$ cat src/rtl/bank_read_sched_pkg.sv
// Shared constants for the banked read scheduler: field widths, port indices
// and the starvation counter width.
package bank_read_sched_pkg;

  localparam int BANKBITS_DEF = 5;
  localparam int WORDBITS_DEF = 10;
  localparam int ADDR_W_DEF   = BANKBITS_DEF + WORDBITS_DEF;

  // Width of the bank-select field carved out of an address
  localparam int BANK_W_DEF   = BANKBITS_DEF;

  localparam int NPORTS = 3;
  localparam int PORT_I = 0;
  localparam int PORT_D = 1;
  localparam int PORT_C = 2;

  // Wait counters hold values up to STARVE (at most 15)
  localparam int CNT_W = 4;

endpackage

$ cat src/rtl/bank_read_sched_if.sv
// Request/ack and memory-side bus of the banked read scheduler.
// master = requester/memory side, slave = the scheduler itself.
interface bank_read_sched_if import bank_read_sched_pkg::*; #(
  parameter int A = ADDR_W_DEF
) ();

  logic         hold;
  logic         i_req;
  logic         d_req;
  logic         c_req;
  logic [A-1:0] i_addr;
  logic [A-1:0] d_addr;
  logic [A-1:0] c_addr;
  logic         i_ack;
  logic         d_ack;
  logic         c_ack;
  logic [2:0]   mem_en;
  logic [A-1:0] mem_addr_i;
  logic [A-1:0] mem_addr_d;
  logic [A-1:0] mem_addr_c;
  logic [2:0]   rvalid;
  logic         busy;

  modport master (
    output hold, i_req, d_req, c_req, i_addr, d_addr, c_addr,
    input  i_ack, d_ack, c_ack, mem_en, mem_addr_i, mem_addr_d, mem_addr_c,
    input  rvalid, busy
  );

  modport slave (
    input  hold, i_req, d_req, c_req, i_addr, d_addr, c_addr,
    output i_ack, d_ack, c_ack, mem_en, mem_addr_i, mem_addr_d, mem_addr_c,
    output rvalid, busy
  );

endinterface

$ cat src/rtl/bank_read_sched_rd_delay_line.sv
// Fixed-depth shift register carrying per-port read enables forward to the
// cycle their data comes back from memory.
module rd_delay_line import bank_read_sched_pkg::*; #(
  parameter int DEPTH = 2
) (
  input  logic              clk,
  input  logic              rst,
  input  logic [NPORTS-1:0] din,
  output logic [NPORTS-1:0] dout,
  output logic              pending
);

  logic [DEPTH-1:0][NPORTS-1:0] vld_p;

  // Shift the enables one stage per clock; reset drops everything in flight
  always_ff @(posedge clk or posedge rst) begin
    if (rst) begin
      vld_p <= '0;
    end else begin
      vld_p[0] <= din;
      for (int k = 1; k < DEPTH; k++) begin
        vld_p[k] <= vld_p[k-1];
      end
    end
  end

  assign dout    = vld_p[DEPTH-1];
  assign pending = |vld_p;

endmodule

$ cat src/rtl/bank_read_sched.sv
// Three-port banked read scheduler. Requests whose bank fields collide are
// serialised by a priority walk (i > d > c, starving ports promoted); acked
// reads are registered onto the memory ports and their data-valid strobes
// are delayed by the memory read latency.
module bank_read_sched import bank_read_sched_pkg::*; #(
  parameter int BANKBITS = BANKBITS_DEF,
  parameter int WORDBITS = WORDBITS_DEF,
  parameter int STARVE   = 4,
  parameter int READLAT  = 2
) (
  input  logic clk,
  input  logic rst,
  bank_read_sched_if.slave bus
);

  localparam int A = BANKBITS + WORDBITS;
  localparam logic [CNT_W-1:0] STARVE_C = CNT_W'(STARVE);

  logic [NPORTS-1:0]                req;
  logic [NPORTS-1:0][A-1:0]         addr;
  logic [NPORTS-1:0][BANKBITS-1:0]  bank;
  logic [NPORTS-1:0]                promoted;
  logic [NPORTS-1:0]                ack_p0;
  logic                             conflict;
  logic [NPORTS-1:0][CNT_W-1:0]     wait_cnt;
  logic [NPORTS-1:0]                mem_en_p1;
  logic [NPORTS-1:0][A-1:0]         mem_addr_p1;
  logic [NPORTS-1:0]                rvalid_pn;
  logic                             pipe_pending;

  assign req[PORT_I]  = bus.i_req;
  assign req[PORT_D]  = bus.d_req;
  assign req[PORT_C]  = bus.c_req;
  assign addr[PORT_I] = bus.i_addr;
  assign addr[PORT_D] = bus.d_addr;
  assign addr[PORT_C] = bus.c_addr;

  // Bank field of each request and starvation promotion flags
  always_comb begin
    bank     = '0;
    promoted = '0;
    for (int p = 0; p < NPORTS; p++) begin
      bank[p]     = addr[p][WORDBITS +: BANKBITS];
      promoted[p] = (wait_cnt[p] == STARVE_C);
    end
  end

  // Grant walk: promoted ports first, then the rest, each group in index
  // order (index order is also base priority). The first requester visited
  // can never conflict, so someone is always served when not held.
  always_comb begin
    ack_p0   = '0;
    conflict = 1'b0;
    for (int pass = 0; pass < 2; pass++) begin
      for (int p = 0; p < NPORTS; p++) begin
        if (((pass == 0) == promoted[p]) && req[p] && !bus.hold && !rst) begin
          conflict = 1'b0;
          for (int q = 0; q < NPORTS; q++) begin
            if (ack_p0[q] && (bank[q] == bank[p])) conflict = 1'b1;
          end
          if (!conflict) ack_p0[p] = 1'b1;
        end
      end
    end
  end

  assign bus.i_ack = ack_p0[PORT_I];
  assign bus.d_ack = ack_p0[PORT_D];
  assign bus.c_ack = ack_p0[PORT_C];

  // Per-port wait counters: count denied cycles, freeze under hold, saturate
  always_ff @(posedge clk or posedge rst) begin
    if (rst) begin
      wait_cnt <= '0;
    end else begin
      for (int p = 0; p < NPORTS; p++) begin
        if (!req[p] || ack_p0[p]) begin
          wait_cnt[p] <= '0;
        end else if (!bus.hold && (wait_cnt[p] != STARVE_C)) begin
          wait_cnt[p] <= wait_cnt[p] + 1'b1;
        end
      end
    end
  end

  // ---- stage p0 -> p1: register acked reads onto the memory ports ----
  // Address registers keep their last value when a port is idle
  always_ff @(posedge clk or posedge rst) begin
    if (rst) begin
      mem_en_p1   <= '0;
      mem_addr_p1 <= '0;
    end else begin
      mem_en_p1 <= ack_p0;
      for (int p = 0; p < NPORTS; p++) begin
        if (ack_p0[p]) mem_addr_p1[p] <= addr[p];
      end
    end
  end

  // ---- stage p1 -> p1+READLAT: memory latency ----
  rd_delay_line #(
    .DEPTH (READLAT)
  ) u_delay (
    .clk     (clk),
    .rst     (rst),
    .din     (mem_en_p1),
    .dout    (rvalid_pn),
    .pending (pipe_pending)
  );

  assign bus.mem_en     = mem_en_p1;
  assign bus.mem_addr_i = mem_addr_p1[PORT_I];
  assign bus.mem_addr_d = mem_addr_p1[PORT_D];
  assign bus.mem_addr_c = mem_addr_p1[PORT_C];
  assign bus.rvalid     = rvalid_pn;
  assign bus.busy       = (|mem_en_p1) | pipe_pending;

endmodule

$ cat src/flat_wrapper.sv
// flat-port wrapper written by rule: the top's interface ports become plain ports
module bank_read_sched_flat import bank_read_sched_pkg::*;
#(
  parameter int BANKBITS = BANKBITS_DEF,
  parameter int WORDBITS = WORDBITS_DEF,
  parameter int STARVE   = 4,
  parameter int READLAT  = 2
)
  (clk, rst, bus_hold, bus_i_req, bus_d_req, bus_c_req, bus_i_addr, bus_d_addr, bus_c_addr, bus_i_ack, bus_d_ack, bus_c_ack, bus_mem_en, bus_mem_addr_i, bus_mem_addr_d, bus_mem_addr_c, bus_rvalid, bus_busy);
  bank_read_sched_if #(.A((15))) bus_i ();
  input  logic clk;
  input  logic rst;
  input wire logic [$bits(bus_i.hold)-1:0] bus_hold;
  input wire logic [$bits(bus_i.i_req)-1:0] bus_i_req;
  input wire logic [$bits(bus_i.d_req)-1:0] bus_d_req;
  input wire logic [$bits(bus_i.c_req)-1:0] bus_c_req;
  input wire logic [$bits(bus_i.i_addr)-1:0] bus_i_addr;
  input wire logic [$bits(bus_i.d_addr)-1:0] bus_d_addr;
  input wire logic [$bits(bus_i.c_addr)-1:0] bus_c_addr;
  output wire logic [$bits(bus_i.i_ack)-1:0] bus_i_ack;
  output wire logic [$bits(bus_i.d_ack)-1:0] bus_d_ack;
  output wire logic [$bits(bus_i.c_ack)-1:0] bus_c_ack;
  output wire logic [$bits(bus_i.mem_en)-1:0] bus_mem_en;
  output wire logic [$bits(bus_i.mem_addr_i)-1:0] bus_mem_addr_i;
  output wire logic [$bits(bus_i.mem_addr_d)-1:0] bus_mem_addr_d;
  output wire logic [$bits(bus_i.mem_addr_c)-1:0] bus_mem_addr_c;
  output wire logic [$bits(bus_i.rvalid)-1:0] bus_rvalid;
  output wire logic [$bits(bus_i.busy)-1:0] bus_busy;
  assign bus_i.hold = bus_hold;
  assign bus_i.i_req = bus_i_req;
  assign bus_i.d_req = bus_d_req;
  assign bus_i.c_req = bus_c_req;
  assign bus_i.i_addr = bus_i_addr;
  assign bus_i.d_addr = bus_d_addr;
  assign bus_i.c_addr = bus_c_addr;
  assign bus_i_ack = bus_i.i_ack;
  assign bus_d_ack = bus_i.d_ack;
  assign bus_c_ack = bus_i.c_ack;
  assign bus_mem_en = bus_i.mem_en;
  assign bus_mem_addr_i = bus_i.mem_addr_i;
  assign bus_mem_addr_d = bus_i.mem_addr_d;
  assign bus_mem_addr_c = bus_i.mem_addr_c;
  assign bus_rvalid = bus_i.rvalid;
  assign bus_busy = bus_i.busy;
  bank_read_sched #(.BANKBITS(BANKBITS), .WORDBITS(WORDBITS), .STARVE(STARVE), .READLAT(READLAT)) u_core (.clk(clk), .rst(rst), .bus(bus_i));
endmodule
$ cat config.mk
export PLATFORM = sky130hd
export DESIGN_NAME = bank_read_sched_flat
export DESIGN_NICKNAME = d
export VERILOG_FILES = /design/src/rtl/bank_read_sched_pkg.sv /design/src/rtl/bank_read_sched_if.sv /design/src/rtl/bank_read_sched_rd_delay_line.sv /design/src/rtl/bank_read_sched.sv /design/src/flat_wrapper.sv
export SDC_FILE = /design/constraint.sdc
export NUM_CORES = 1
export LEC_CHECK = 0
export ABC_AREA = 1
export CAP_MARGIN = 15
export CORE_MARGIN = 2
export CORE_UTILIZATION = 49
export DETAILED_ROUTE_END_ITERATION = 8
export MAX_ROUTING_LAYER = met4
export PLACE_DENSITY = 0.89
export SYNTH_ARGS = -nofsm -noshare
export SYNTH_HDL_FRONTEND = slang
export SYNTH_SLANG_ARGS = --single-unit
$ cat constraint.sdc
create_clock -name clk -period 8.05 [get_ports clk]
set_input_delay 2.415 -clock clk [delete_from_list [all_inputs] [get_ports clk]]
set_output_delay 2.415 -clock clk [all_outputs]
set_load 0.03 [all_outputs]
==> metrics.yaml, run 1 <==
run_status:
  outcome: "finished, final reports clean"
power_and_ir_drop:
  leakage_nw: 2.06
  p_int_w: 0.000666
  pwr-share-comb: 0.292
  pwr-share-clk: 0.291
  power.density_nw_per_um2: 223
  ir_worst_vdd_mv: 0.139
  swShare: 0.308
  p_switching_w: 0.000297
  seqPwrFrac: 0.416
layout:
  drive_gt1_frac: 0.0984
  diodes: 0
  design_area_um2: 4330
  area_growth_pct: 43.3
  nets: 500
  nFillCells: 406
clock_network:
  cts_buffers: 9
  cts_setup_buffers: 0
  clockBufferDepth: 2
  cts-hold-fix-buffers: 0
  cts_resized: 0
  clk_latency_ps: 330
  htree_levels: 3
  clkTransAtPathRegs_ps: 60
  cts_tree: "done"
  cts.sinks: 66
  cts_root_buffer: "clkbuf_8"
placed_design:
  pre_cts_slack_ps: 516
  io_buffers: 105
  post_dp_cell_area_um2: 4120
  post-dp-hpwl_um: 5380
  gp_congestion: 0.888
timing:
  worst_hold_slack_ps: 379
  slew_headroom: 0.595
  fin_ws_ps: 494
  maxSlewViolCount: 0
  final_hold_viol_count: 0
  rsz0062_at_grt: "false"
  fin_worst_skew_ps: 5.96
  finalSetupViolCount: 0
  fin_tns_setup_ps: 0
  fmax_mhz: 132
  fin_crit_ps: 7560
  finalCritPeriodShare: 0.939
  tightest_slew_ps: 606
worst_setup_path:
  crit_top_cell: "nand2_2"
  critPathLaunchType: "input pin"
  cp.arrival_ps: 5140
  critPathRequiredTime_ps: 5640
  cp-end-kind: "output pin"
  cp_top_family: "simple AND/OR/NAND/NOR gates"
  path_cells: "clkdlybuf4s50_1 > xnor2_1 > nand3_1 > nor2_1 > nand3_1 > nand3_2 > nand2_2 > nand2_2 > nand2_1 > nand2_2 > nand2_2 > nand2_1 > nand2_4 > nand2_4 > buf_4"
  slowest_delay_ps: 580
  path_buf_inv: 2
  cp_slowest_cell: "clkdlybuf4s50_1"
  ff2ff_setup_slack_ps: 5230
  crit_path_max_fanout: 22
  critPathKind: "input pin to output pin"
global_route:
  grt_pass1_vias: 2422
  grt_start_max_net_pins: 39
  overflow: 0
  grt_pass1_wl_um: 11100
  antenna_found_initial: 0
  track_usage: 0.223
yosys:
  ys.flop_type: "dfrtp_1"
  postSynthCellCount: 335
  yosysSeqAreaShare: 0.547
  synth_cell_types: 27
  synth_seq_cells: 66
  ys.warnings.count: 0
  synth_edf_count: 0
  synth_nets: 392
  synthArstFlopShare: 1.00
  syn_avg_cell_area_um2: 9.01
  synth_area_um2: 3020
die:
  fp.dieH_um: 82.5
  die_area_um2: 6810
  rows: 28
  die_x_um: 82.5
  io_pins: 106
  start_util: 0.510
  core_area_um2: 5920
route:
  ant_nets: 0
  wl_per_cell_um: 13.5
  wl_um: 7030
  dr.pass1.iters: 4
  vias: 2609
  drt_iter0_drc: 154
  viasPerCell: 5.00
  drc: 0
run:
  maxCapViolations: 0
min_path:
  hold_class: "register to register"
==> per-layer routing <==
layer  share of wire  vias to the layer above  track usage
met5               0                        -            -
met4           0.021                        0        0.105
met3           0.061                       13       0.0391
met2            0.48                       90        0.360
met1            0.43                     1225        0.275
li1                -                     1281            -
==> area by class of cell <==
type	count	area (um^2)	share of cell area
repair buffers	109	1080	0.249
multi-input cells	227	1180	0.274
clock buffers	13	169	0.0391
well taps	75	93.8	0.0217
flip-flops and latches	66	1650	0.382
inverters	30	113	0.0260
clock inverters	2	35.0	0.00810
==> sequential cells by signal, summed over array words and instances (netlist names) <==
register,cells
u_core.bus.mem_addr_c,15
u_core.bus.mem_addr_d,15
u_core.bus.mem_addr_i,15
u_core.bus.mem_en,3
u_core.u_delay.dout,3
u_core.u_delay.vld_p,3
u_core.wait_cnt,12
==> Yosys cell counts, types with 2 or more instances <==
library cell	instances	area (um^2)
xnor2_1	6	52.6
ha_1	6	75.1
clkbuf_1	4	15.0
buf_4	4	30.0
dfrtp_1	66	1650
buf_2	2	10.0
nor2_1	31	116
nand4_1	5	31.3
a21oi_1	15	75.1
nand2_1	91	342
nor3_1	2	10.0
nand2_4	2	22.5
inv_1	28	105
a211oi_1	2	15.0
nor2_2	2	12.5
inv_2	2	7.51
nand2_2	5	31.3
xor2_1	6	52.6
nand3_1	39	195
mux2_2	10	113
==> metrics by stage <==
step | power [W] | utilization | std cells
4_1_cts | 0.000971 | 0.731 | 522
2_1_floorplan | 0.000557 | - | 335
3_5_place_dp | 0.000690 | 0.696 | 507
5_1_grt | 0.00101 | 0.731 | 522
3_3_place_gp | 0.000683 | 0.696 | 507
6_report | 0.000963 | 0.731 | 522
==> logic make-up (layout without fill, tap and decap cells) <==
logic type	Yosys count	count (layout)	share of synthesized area
compound gates	18	18	0.0323
xor+xnor	12	12	0.0348
mux	10	10	0.0373
simple gates	181	181	0.263
flops	66	66	0.547
buf+inv	42	154	0.0605
fa+ha+maj	6	6	0.0249
==> path summary, 6_finish.rpt <==
check                      cells after the start                               from                                     to
max in group asynchronous                      3                                rst       u_core.u_delay.dout[1]$_DFF_PP0_
max                                           15                     bus_c_addr[13]                              bus_c_ack
min reg2reg                                    0  u_core.u_delay.vld_p[2]$_DFF_PP0_       u_core.u_delay.dout[2]$_DFF_PP0_
min                                            0  u_core.u_delay.vld_p[2]$_DFF_PP0_       u_core.u_delay.dout[2]$_DFF_PP0_
min in group asynchronous                      2                                rst         u_core.wait_cnt[3]$_DFFE_PP0P_
max reg2reg                                   17     u_core.wait_cnt[0]$_DFFE_PP0P_  u_core.bus.mem_addr_c[11]$_DFFE_PP0P_
==> power groups by stage <==
stage | sequential, W | clock, W | combinational [W]
final | 0.000401 | 0.000281 | 0.000281
after global routing | 0.000406 | 0.000300 | 0.000302
after CTS | 0.000401 | 0.000286 | 0.000284
after detailed placement | 0.000407 | 0 | 0.000283
after global placement | 0.000405 | 0 | 0.000278
after floorplan | 0.000485 | 0 | 0.0000715
==> cell usage in the layout, fill, tap and decap left out <==
| cell | count |
|---|---|
| a211oi_1 | 2 |
| mux2_2 | 10 |
| clkbuf_1 | 1 |
| nand4_1 | 5 |
| nor2_2 | 2 |
| dfrtp_1 | 66 |
| clkinv_2 | 1 |
| xor2_1 | 6 |
| buf_4 | 5 |
| clkdlybuf4s50_1 | 104 |
| inv_2 | 3 |
| bufinv_16 | 1 |
| a21oi_1 | 15 |
| nand3_2 | 1 |
| nand2_2 | 5 |
| nand2_4 | 2 |
| nand2_1 | 91 |
| o211ai_1 | 1 |
| or2_2 | 1 |
| nand3_1 | 39 |
| xnor2_1 | 6 |
| inv_1 | 27 |
| nor2_4 | 1 |
| ha_1 | 6 |
| nor2_1 | 31 |
| nor4_1 | 1 |
| nor3_1 | 2 |
| clkbuf_8 | 12 |
(Power assumes the default switching activity.)
==> run 2: changes to the inputs <==
Settings changed: PLACE_DENSITY 0.89 to 0.95.
==> run 2 against run 1 <==
  * Global-route usage increased by 1.8 points
  * Utilization increased by 0.36 points
  * Fmax increased by 1.2%
  * Non-clock buffer count unchanged
  * Clock skew about the same
  * Worst hold slack improved by 2.7 ps
  * Via count increased by 2.7%
  * First-iteration DRC count decreased by 5.2%
  * Power increased by 3.6%
  * Critical path depth increased by 1
  * Design area increased by 0.49%
  * Critical endpoint unchanged
  * Highest routed layer unchanged
==> metrics.yaml, run 2 (same netlist as run 1, synthesis figures left out) <==
power_and_ir_drop:
  p_switching_w: 0.000322
  leakage_nw: 2.06
  power.density_nw_per_um2: 230
  power_w: 0.000998
  pwr-share-comb: 0.286
  swShare: 0.322
  pwr-share-clk: 0.311
  ir_worst_vdd_mv: 0.157
  p_int_w: 0.000676
  seqPwrFrac: 0.403
die:
  io_pins: 106
  core_area_um2: 5920
  die_area_um2: 6810
  die_x_um: 82.5
  fp.dieH_um: 82.5
  start_util: 0.510
  rows: 28
timing:
  finalCritPeriodShare: 0.928
  final_hold_viol_count: 0
  fin_worst_skew_ps: 6.11
  tightest_slew_ps: 798
  slew_headroom: 0.468
  maxSlewViolCount: 0
  rsz0062_at_grt: "false"
  fin_crit_ps: 7470
  fmax_mhz: 134
  fin_tns_setup_ps: 0
  finalSetupViolCount: 0
clock_network:
  cts_resized: 0
  cts_setup_buffers: 0
  htree_levels: 3
  cts_tree: "done"
  clockBufferDepth: 2
  cts_root_buffer: "clkbuf_8"
  cts_buffers: 9
  cts.sinks: 66
  cts-hold-fix-buffers: 0
  clk_latency_ps: 350
  clkTransAtPathRegs_ps: 80
placed_design:
  gp_congestion: 0.802
  post-dp-hpwl_um: 5580
  io_buffers: 105
route:
  drc: 0
  wl_per_cell_um: 14.4
  dr.pass1.iters: 4
  drt_iter0_drc: 146
  wl_um: 7510
  ant_nets: 0
  vias: 2680
  viasPerCell: 5.12
worst_setup_path:
  ff2ff_path_depth: 17
  cp-endpoint: "bus_c_ack"
  critPathKind: "input pin to output pin"
  setup.worst_path.start: "bus_hold"
  critPathRequiredTime_ps: 5640
  crit_path_max_fanout: 17
  rr_endpoint: "u_core.bus.mem_addr_c[7]$_DFFE_PP0P_"
  ff2ff_setup_slack_ps: 5310
  cp.arrival_ps: 5050
  cp-end-kind: "output pin"
  critPathLaunchType: "input pin"
  reg2reg_from: "u_core.wait_cnt[0]$_DFFE_PP0P_"
layout:
  final_cell_mix: "clkdlybuf4s50_1, nand2_1, dfrtp_1"
  diodes: 0
  area_growth_pct: 44.0
  nets: 500
  drive_gt1_frac: 0.103
  layout_commonest_cell: "clkdlybuf4s50_1"
global_route:
  grt-busiest-layer: "met2"
  track_usage: 0.241
  grtUsageMet3: 0.0717
  grt_use_met2: 0.389
  grt_pass1_vias: 2657
  overflow: 0
  grt_start_max_net_pins: 67
  antenna_found_initial: 0
  use_met1: 0.290
  grt_pass1_wl_um: 11900
min_path:
  hold_class: "register to register"
run:
  maxCapViolations: 0
run_status:
  outcome: "finished, final reports clean"
-- run 2: cell count changes in the layout (fill, tap and decap cells not counted), sizes merged --
cell      change
bufinv        +1
clkbuf        -4
clkinv        +1
clkinvlp      +2
inv           +1
-- run 2: how the worst min path moves through the flow --
stage / from / endpoint / slack, ps / depth (start not counted)
final: u_core.u_delay.vld_p[2]$_DFF_PP0_ / u_core.u_delay.dout[2]$_DFF_PP0_ / 380 / 0
after CTS: u_core.u_delay.vld_p[2]$_DFF_PP0_ / u_core.u_delay.dout[2]$_DFF_PP0_ / 380 / 0
after floorplan: u_core.u_delay.vld_p[1]$_DFF_PP0_ / u_core.u_delay.dout[1]$_DFF_PP0_ / 350 / 0
after global placement: u_core.u_delay.vld_p[1]$_DFF_PP0_ / u_core.u_delay.dout[1]$_DFF_PP0_ / 360 / 0
after detailed placement: u_core.u_delay.vld_p[2]$_DFF_PP0_ / u_core.u_delay.dout[2]$_DFF_PP0_ / 370 / 0
after global routing: u_core.u_delay.vld_p[2]$_DFF_PP0_ / u_core.u_delay.dout[2]$_DFF_PP0_ / 390 / 0
-- run 2: final cells by class --
class	instances	area, um^2
Clock buffer	9	124
Timing Repair Buffer	109	1080
Fill cell	415	1570
Sequential cell	66	1650
Clock inverter	7	101
Multi-Input combinational cell	227	1180
Inverter	30	113
Tap cell	75	93.8
-- run 2: metal layers --
| metal | part of all wire | wire [um] |
|---|---|---|
| met4 | 0.022 | 166 |
| met3 | 0.067 | 505 |
| met2 | 0.49 | 3700 |
| met1 | 0.42 | 3140 |
| met5 | 0 | 0 |
-- run 2: critical path, stage by stage --
cell             delay (ps)
clkdlybuf4s50_1         530
nor2_4                  180
nand2_2                  70
nor2_2                  130
nand4_1                 140
nand3_1                 130
nand3_2                  80
nand2_2                  90
nand2_2                  50
nand2_1                  70
nand2_2                 150
nand2_2                 250
nand2_1                 130
nand2_4                 200
nand2_4                 180
buf_4                   230
-- run 2: metrics by stage --
stage / utilization / cell area, um^2 / cells / worst slack, ps / hold WS [ps]
after floorplan: - / 3020 / 335 / 1830 / 355
after global placement: 0.696 / 4120 / 507 / 713 / 361
after detailed placement: 0.696 / 4120 / 507 / 604 / 366
after CTS: 0.734 / 4350 / 523 / 600 / 384
after global routing: 0.734 / 4350 / 523 / 364 / 391
final: 0.734 / 4350 / 523 / 582 / 382
-- run 2: power by group through the flow --
stage,Combinational [W],Clock [W],Sequential (W)
after floorplan,0.0000715,0,0.000485
after global placement,0.000279,0,0.000405
after detailed placement,0.000285,0,0.000408
after CTS,0.000287,0.000314,0.000402
after global routing,0.000305,0.000331,0.000406
final,0.000285,0.000311,0.000402
